File: src/rtl/tohost_capture.sv
// Snoops the test-SRAM write channel and captures byte-masked writes to the HTIF tohost doubleword.
// Publishes a registered tohost value with one-cycle pass/fail pulses and a sticky overrun flag.
module tohost_capture #(
    parameter int                    ADDR_WIDTH      = 32,
    parameter logic [ADDR_WIDTH-1:0] TOHOST_ADDR     = 32'h8000_1000,
    parameter int                    PARTIAL_TIMEOUT = 16
) (
    input  logic                  clock,
    input  logic                  reset,
    input  logic                  wr_valid,
    input  logic                  wr_ready,
    input  logic [ADDR_WIDTH-1:0] wr_addr,
    input  logic [63:0]           wr_data,
    input  logic [7:0]            wr_mask,
    input  logic                  clear,
    output logic [63:0]           tohost,
    output logic                  tohost_valid,
    output logic                  pass,
    output logic                  fail,
    output logic [62:0]           fail_code,
    output logic                  overrun
);

    localparam int CNT_W = $clog2(PARTIAL_TIMEOUT + 1);
    localparam logic [CNT_W-1:0] CNT_LOAD = CNT_W'(PARTIAL_TIMEOUT);

    typedef enum logic [1:0] {
        IDLE,
        PARTIAL,
        COMMIT,
        HOLD
    } state_t;

    state_t         state, state_n;
    logic [63:0]    shadow, shadow_n;
    logic [7:0]     acc_mask, acc_mask_n;
    logic [CNT_W-1:0] count, count_n;
    logic [63:0]    tohost_q, tohost_n;
    logic           valid_q, valid_n;
    logic           pass_q, pass_n;
    logic           fail_q, fail_n;
    logic           overrun_q, overrun_n;

    logic           match;
    logic [63:0]    byte_en;
    logic [63:0]    fresh;
    logic [63:0]    merged;
    logic [7:0]     acc_or;
    logic           do_commit;
    logic           go_idle;
    logic [63:0]    commit_value;

    // Low address bits select nothing; lanes come from the mask.
    logic unused_addr_bits;
    assign unused_addr_bits = ^wr_addr[2:0];

    assign match = wr_valid && wr_ready
                   && (wr_addr[ADDR_WIDTH-1:3] == TOHOST_ADDR[ADDR_WIDTH-1:3])
                   && (wr_mask != 8'h00);

    always_comb begin
        byte_en = '0;
        for (int i = 0; i < 8; i++) begin
            byte_en[i*8 +: 8] = {8{wr_mask[i]}};
        end
    end

    assign fresh  = wr_data & byte_en;
    assign merged = (shadow & ~byte_en) | fresh;
    assign acc_or = acc_mask | wr_mask;

    always_comb begin
        state_n      = state;
        shadow_n     = shadow;
        acc_mask_n   = acc_mask;
        count_n      = count;
        tohost_n     = tohost_q;
        valid_n      = valid_q;
        pass_n       = 1'b0;
        fail_n       = 1'b0;
        overrun_n    = overrun_q;
        do_commit    = 1'b0;
        go_idle      = 1'b0;
        commit_value = '0;

        if (clear) begin
            state_n    = IDLE;
            shadow_n   = '0;
            acc_mask_n = '0;
            count_n    = '0;
            tohost_n   = '0;
            valid_n    = 1'b0;
            overrun_n  = 1'b0;
        end else begin
            unique case (state)
                IDLE: begin
                    if (match) begin
                        shadow_n   = fresh;
                        acc_mask_n = wr_mask;
                        if (wr_mask == 8'hFF) begin
                            commit_value = fresh;
                            // A full write of zero is software clearing tohost, not an event.
                            if (fresh != 64'd0) do_commit = 1'b1;
                            else                go_idle   = 1'b1;
                        end else begin
                            state_n = PARTIAL;
                            count_n = CNT_LOAD;
                        end
                    end
                end
                PARTIAL: begin
                    if (match) begin
                        shadow_n   = merged;
                        acc_mask_n = acc_or;
                        count_n    = CNT_LOAD;
                        if (acc_or == 8'hFF) begin
                            commit_value = merged;
                            if (merged != 64'd0) do_commit = 1'b1;
                            else                 go_idle   = 1'b1;
                        end
                    end else begin
                        count_n = count - CNT_W'(1);
                        // Timed out: commit with unwritten bytes as zero (RV32 low-word store).
                        if (count <= CNT_W'(1)) begin
                            commit_value = shadow;
                            if (shadow != 64'd0) do_commit = 1'b1;
                            else                 go_idle   = 1'b1;
                        end
                    end
                end
                COMMIT: begin
                    state_n = HOLD;
                    if (match) overrun_n = 1'b1;
                end
                HOLD: begin
                    if (match) overrun_n = 1'b1;
                end
                default: begin
                    state_n = IDLE;
                end
            endcase

            if (do_commit) begin
                state_n  = COMMIT;
                tohost_n = commit_value;
                valid_n  = 1'b1;
                pass_n   = (commit_value == 64'd1);
                fail_n   = commit_value[0] && (commit_value != 64'd1);
            end else if (go_idle) begin
                state_n    = IDLE;
                shadow_n   = '0;
                acc_mask_n = '0;
                count_n    = '0;
            end
        end
    end

    // Outputs are registered alongside the state so nothing flows combinationally from wr_*.
    always_ff @(posedge clock or posedge reset) begin
        if (reset) begin
            state     <= IDLE;
            shadow    <= '0;
            acc_mask  <= '0;
            count     <= '0;
            tohost_q  <= '0;
            valid_q   <= 1'b0;
            pass_q    <= 1'b0;
            fail_q    <= 1'b0;
            overrun_q <= 1'b0;
        end else begin
            state     <= state_n;
            shadow    <= shadow_n;
            acc_mask  <= acc_mask_n;
            count     <= count_n;
            tohost_q  <= tohost_n;
            valid_q   <= valid_n;
            pass_q    <= pass_n;
            fail_q    <= fail_n;
            overrun_q <= overrun_n;
        end
    end

    assign tohost       = tohost_q;
    assign tohost_valid = valid_q;
    assign pass         = pass_q;
    assign fail         = fail_q;
    assign fail_code    = tohost_q[63:1];
    assign overrun      = overrun_q;

endmodule

File: config.mk
export PLATFORM = sky130hd
export DESIGN_NAME = tohost_capture
export DESIGN_NICKNAME = d
export VERILOG_FILES = /design/src/rtl/tohost_capture.sv
export SDC_FILE = /design/constraint.sdc
export NUM_CORES = 1
export LEC_CHECK = 0
export ABC_AREA = 1
export ABC_CLOCK_PERIOD_IN_PS = 8600
export CELL_PAD_IN_SITES_DETAIL_PLACEMENT = 0
export CELL_PAD_IN_SITES_GLOBAL_PLACEMENT = 2
export CORE_UTILIZATION = 30
export DETAILED_ROUTE_END_ITERATION = 16
export GPL_ROUTABILITY_DRIVEN = 0
export GPL_TIMING_DRIVEN = 0
export HOLD_SLACK_MARGIN = 0.05
export PLACE_DENSITY = 0.95
export SLEW_MARGIN = 20
export SYNTH_ARGS = -nofsm -noshare
export SYNTH_HDL_FRONTEND = slang
export SYNTH_SLANG_ARGS = --single-unit
File: constraint.sdc
create_clock -name clock -period 8.6 [get_ports clock]
set_clock_uncertainty 0.2 [all_clocks]
set_input_delay 1.29 -clock clock [delete_from_list [all_inputs] [get_ports clock]]
set_output_delay 1.29 -clock clock [all_outputs]
set_load 0.05 [all_outputs]
==> impl_metrics.toml <==
[setup_path]
critPathArrivalTime_ns = 5.08
crit_fanout = 10
timing.reg2reg.setup_slack_ns = 5.02
critical_path.most_common_cell = "nor2_1"
worst-r2r-cell-count = 14
critPathRequiredTime_ns = 8.75
critical_path.max_stage_delay_ns = 0.87
timing.critical_path.from_type = "input pin"
cp-end-kind = "flip-flop"
cell_chain_critical_path = "clkdlybuf4s50_1 > inv_2 > nand2_1 > nor2_2 > nand2_4 > nand3_2 > nor2_4 > buf_2 > o21ai_0 > nand2_1 > nor2_1 > nor2_1 > nand2_1 > nor2_1 > nand2_1 > nor2_1 > nand3_1 > nor2_1 > nor2_1"
worst_reg2reg_path_endpoint = "fail"
critical_path_class = "input pin to flip-flop"
slowest_stage = "clkdlybuf4s50_1"
worst_r2r_startpoint = "state[0]"

[clock_network]
clk_pin_slew_worst_paths_ns = 0.08
h-tree-depth = 4
cts_buffers = 17
cts_sinks = 147
cts_setup_buffers = 0
clk-insertion-delay-late_ns = 0.46
cts_root_buf = "clkbuf_16"
clk_path_buf_depth = 2
cts_hold_repair.buffers = 0
postCtsResizedCells = 0
tritoncts = "yes"

[routing]
firstDrtPassIters = 7
drc_errors = 0
vias_per_cell = 5.49
wirelength_met1_mm = 25.5
antenna_violating_nets_post_route = 0
met3WireLength_mm = 6.43
detail_route.wirelength_mm = 60.2
met2WireLength_mm = 26.2
vias = 15200
route.detailed.wl_per_inst_um = 21.7
detail_route.iter0.violations = 1803
top_signal_layer_used = "met4"

[sta]
max_freq_ghz = 0.203
finalCritPeriodShare = 0.574
finalHoldViolCount = 0
setup-tns-final_ns = 0
setup_viol = 0
grt_setup_unrepaired = "no"
report.final.slew_viol_count = 0
relSlewSlack = 0.353
final_period_minus_worst_setup_slack_ns = 4.93
tightestPinTransition_ns = 0.967

[synth]
async_flop_share = 1.00
yosys.area.top_type_share = 0.300
yosysSeqAreaShare = 0.300
synth-edff-count = 0
post_synth.cell_area_avg_sq_um = 6.21
synth.distinct_cells = 45
ys.flop_type = "dfrtp_1"
yosys_register_bits = 147
synth_largest_area_cell = "dfrtp_1"
synth_area_leaders = "dfrtp_1 (30%), nand2_1 (14%), nor2_1 (9.7%)"
synth.net_count = 2089
synth.cell_area_sq_um = 12300
synth_warnings = 0
synthCells = 1978

[finish]
final_nets = 2342
layoutNonFillerInstCount = 2769
area_delta_synth_final_pct = 29.7
drive_gt1_frac = 0.0838
antenna-diode-count = 0

[floorplanning]
chipWidth_um = 204
design.die.area_sq_um = 41700
floorplan.initialDensity = 0.307
cell_row_count = 73
core_region_area_sq_um = 40000
pin_count = 240
fp.dieH_um = 204

[hold_path]
min_from = "overrun"
holdPathEnd = "overrun"
hold_depth = 1
min-delay-path-class = "flip-flop to flip-flop"

[job]
max-cap-violations = 0

[global_route]
grt_overflow = 0
grtUsageTotal = 0.286
antenna_found_initial = 0
vias_in_the_first_global_route = 14400
grt_first_pass_wirelength_mm = 89.3
grt_start_max_net_pins = 76

[power]
leakage_uw = 0.00712
power-per-cell-area_nw_per_um2 = 213
vdd.ir_drop.worst_uv = 129

[placement]
place.detailed.instances = 2737
place.port_buffers = 233
dp.final_hpwl_mm = 46.2

[outcome]
run_status = "completed"
==> per-layer routing <==
| layer | vias to the layer above | track usage |
|---|---|---|
| met4 | 0 | 0.102 |
| met3 | 129 | 0.0719 |
| met5 | - | 0 |
| met1 | 7215 | 0.387 |
| met2 | 875 | 0.440 |
| li1 | 6976 | - |
==> cell usage in the layout (no fill, tap or decap), types with 14 or more instances in the layout <==
master / netlist / routed
a21oi_1: 24 / 24
a221oi_1: 49 / 49
a31oi_1: 33 / 33
buf_2: 45 / 45
buf_4: 64 / 64
clkbuf_1: 51 / 51
clkbuf_16: 0 / 17
clkdlybuf4s50_1: 0 / 233
dfrtp_1: 147 / 147
inv_1: 244 / 243
nand2_1: 463 / 463
nand3_1: 87 / 87
nand4_1: 67 / 67
nor2_1: 318 / 318
nor3_1: 24 / 24
nor4_1: 14 / 14
o21ai_0: 191 / 191
o21ai_1: 20 / 20
o22ai_1: 49 / 49
==> where the power goes <==
part           switching, uW  total (uW)  internal [uW]
logic                   1160        1640            482
clock network            387         840            453
registers                106         921            815
==> layout make-up <==
type                    instances  area [sq um]
plain buffers                 180          1070
clock buffers                  18           439
clock inverters                14           186
fillers                      4437         24100
inverters                     258           978
multi-input cells            1393          6550
flip-flops and latches        147          3680
well taps                     525           657
repair buffers                234          2360
==> sequential cells by signal (all words and copies together), names as in the netlist <==
name          count
acc_mask          8
count             5
fail              1
overrun           1
pass              1
shadow           64
state             2
tohost           64
tohost_valid      1
==> critical path: cells and delay by family <==
kind                   cells  cell delay [ns]
AND/OR/NAND/NOR           15             2.09
AO/OA/AOI/OAI              1             0.15
buffers and inverters      3             1.53
==> kinds of logic after synthesis <==
family,count (synthesis),synth area share
AOI/OAI and AO/OA,393,0.190
xor gates and xnor gates,2,0.00143
adders and majority gates,2,0.00204
buffers and inverters,438,0.166
DFF,147,0.300
and+or+nand+nor,996,0.340
==> how the worst max path moves through the flow <==
stage,start,endpoint,slack (ns),depth (start not counted)
after floorplan,reset,acc_mask[0],3.16,1
after global placement,reset,count[4],0.60,2
after detailed placement,wr_mask[4],fail,3.37,19
after CTS,wr_mask[4],fail,3.83,19
after global routing,wr_mask[4],fail,3.48,19
final,wr_mask[4],fail,3.67,19
==> synthesized netlist by cell type, types with 3 or more instances <==
cell and number:
nand2_2 3, o21bai_1 3, buf_6 13, nor2_2 4
a21oi_1 24, nand4_1 67, nand3_1 87, nand2_1 463
clkbuf_1 51, o221ai_1 7, a211oi_1 4, inv_2 13
buf_4 64, nor3_1 24, buf_2 45, o211ai_1 5
o21ai_0 191, o21ai_1 20, o22ai_1 49, nor2_1 318
a31oi_1 33, dfrtp_1 147, inv_1 244, or2_2 3
nor4_1 14, a221oi_1 49, buf_1 5, nand3b_1 4
==> metrics by stage <==
stage	setup slack [ns]	utilization	hold slack (ns)	total power (uW)	instance area, sq um
3_5_place_dp	3.37	0.382	0.283	2510	15300
4_1_cts	3.83	0.398	0.302	3340	15900
3_3_place_gp	0.600	0.382	0.279	2490	15300
2_1_floorplan	3.16	-	0.289	1910	12300
5_1_grt	3.48	0.398	0.318	3560	15900
6_report	3.67	0.398	0.300	3400	15900
(Power assumes the default switching activity.)
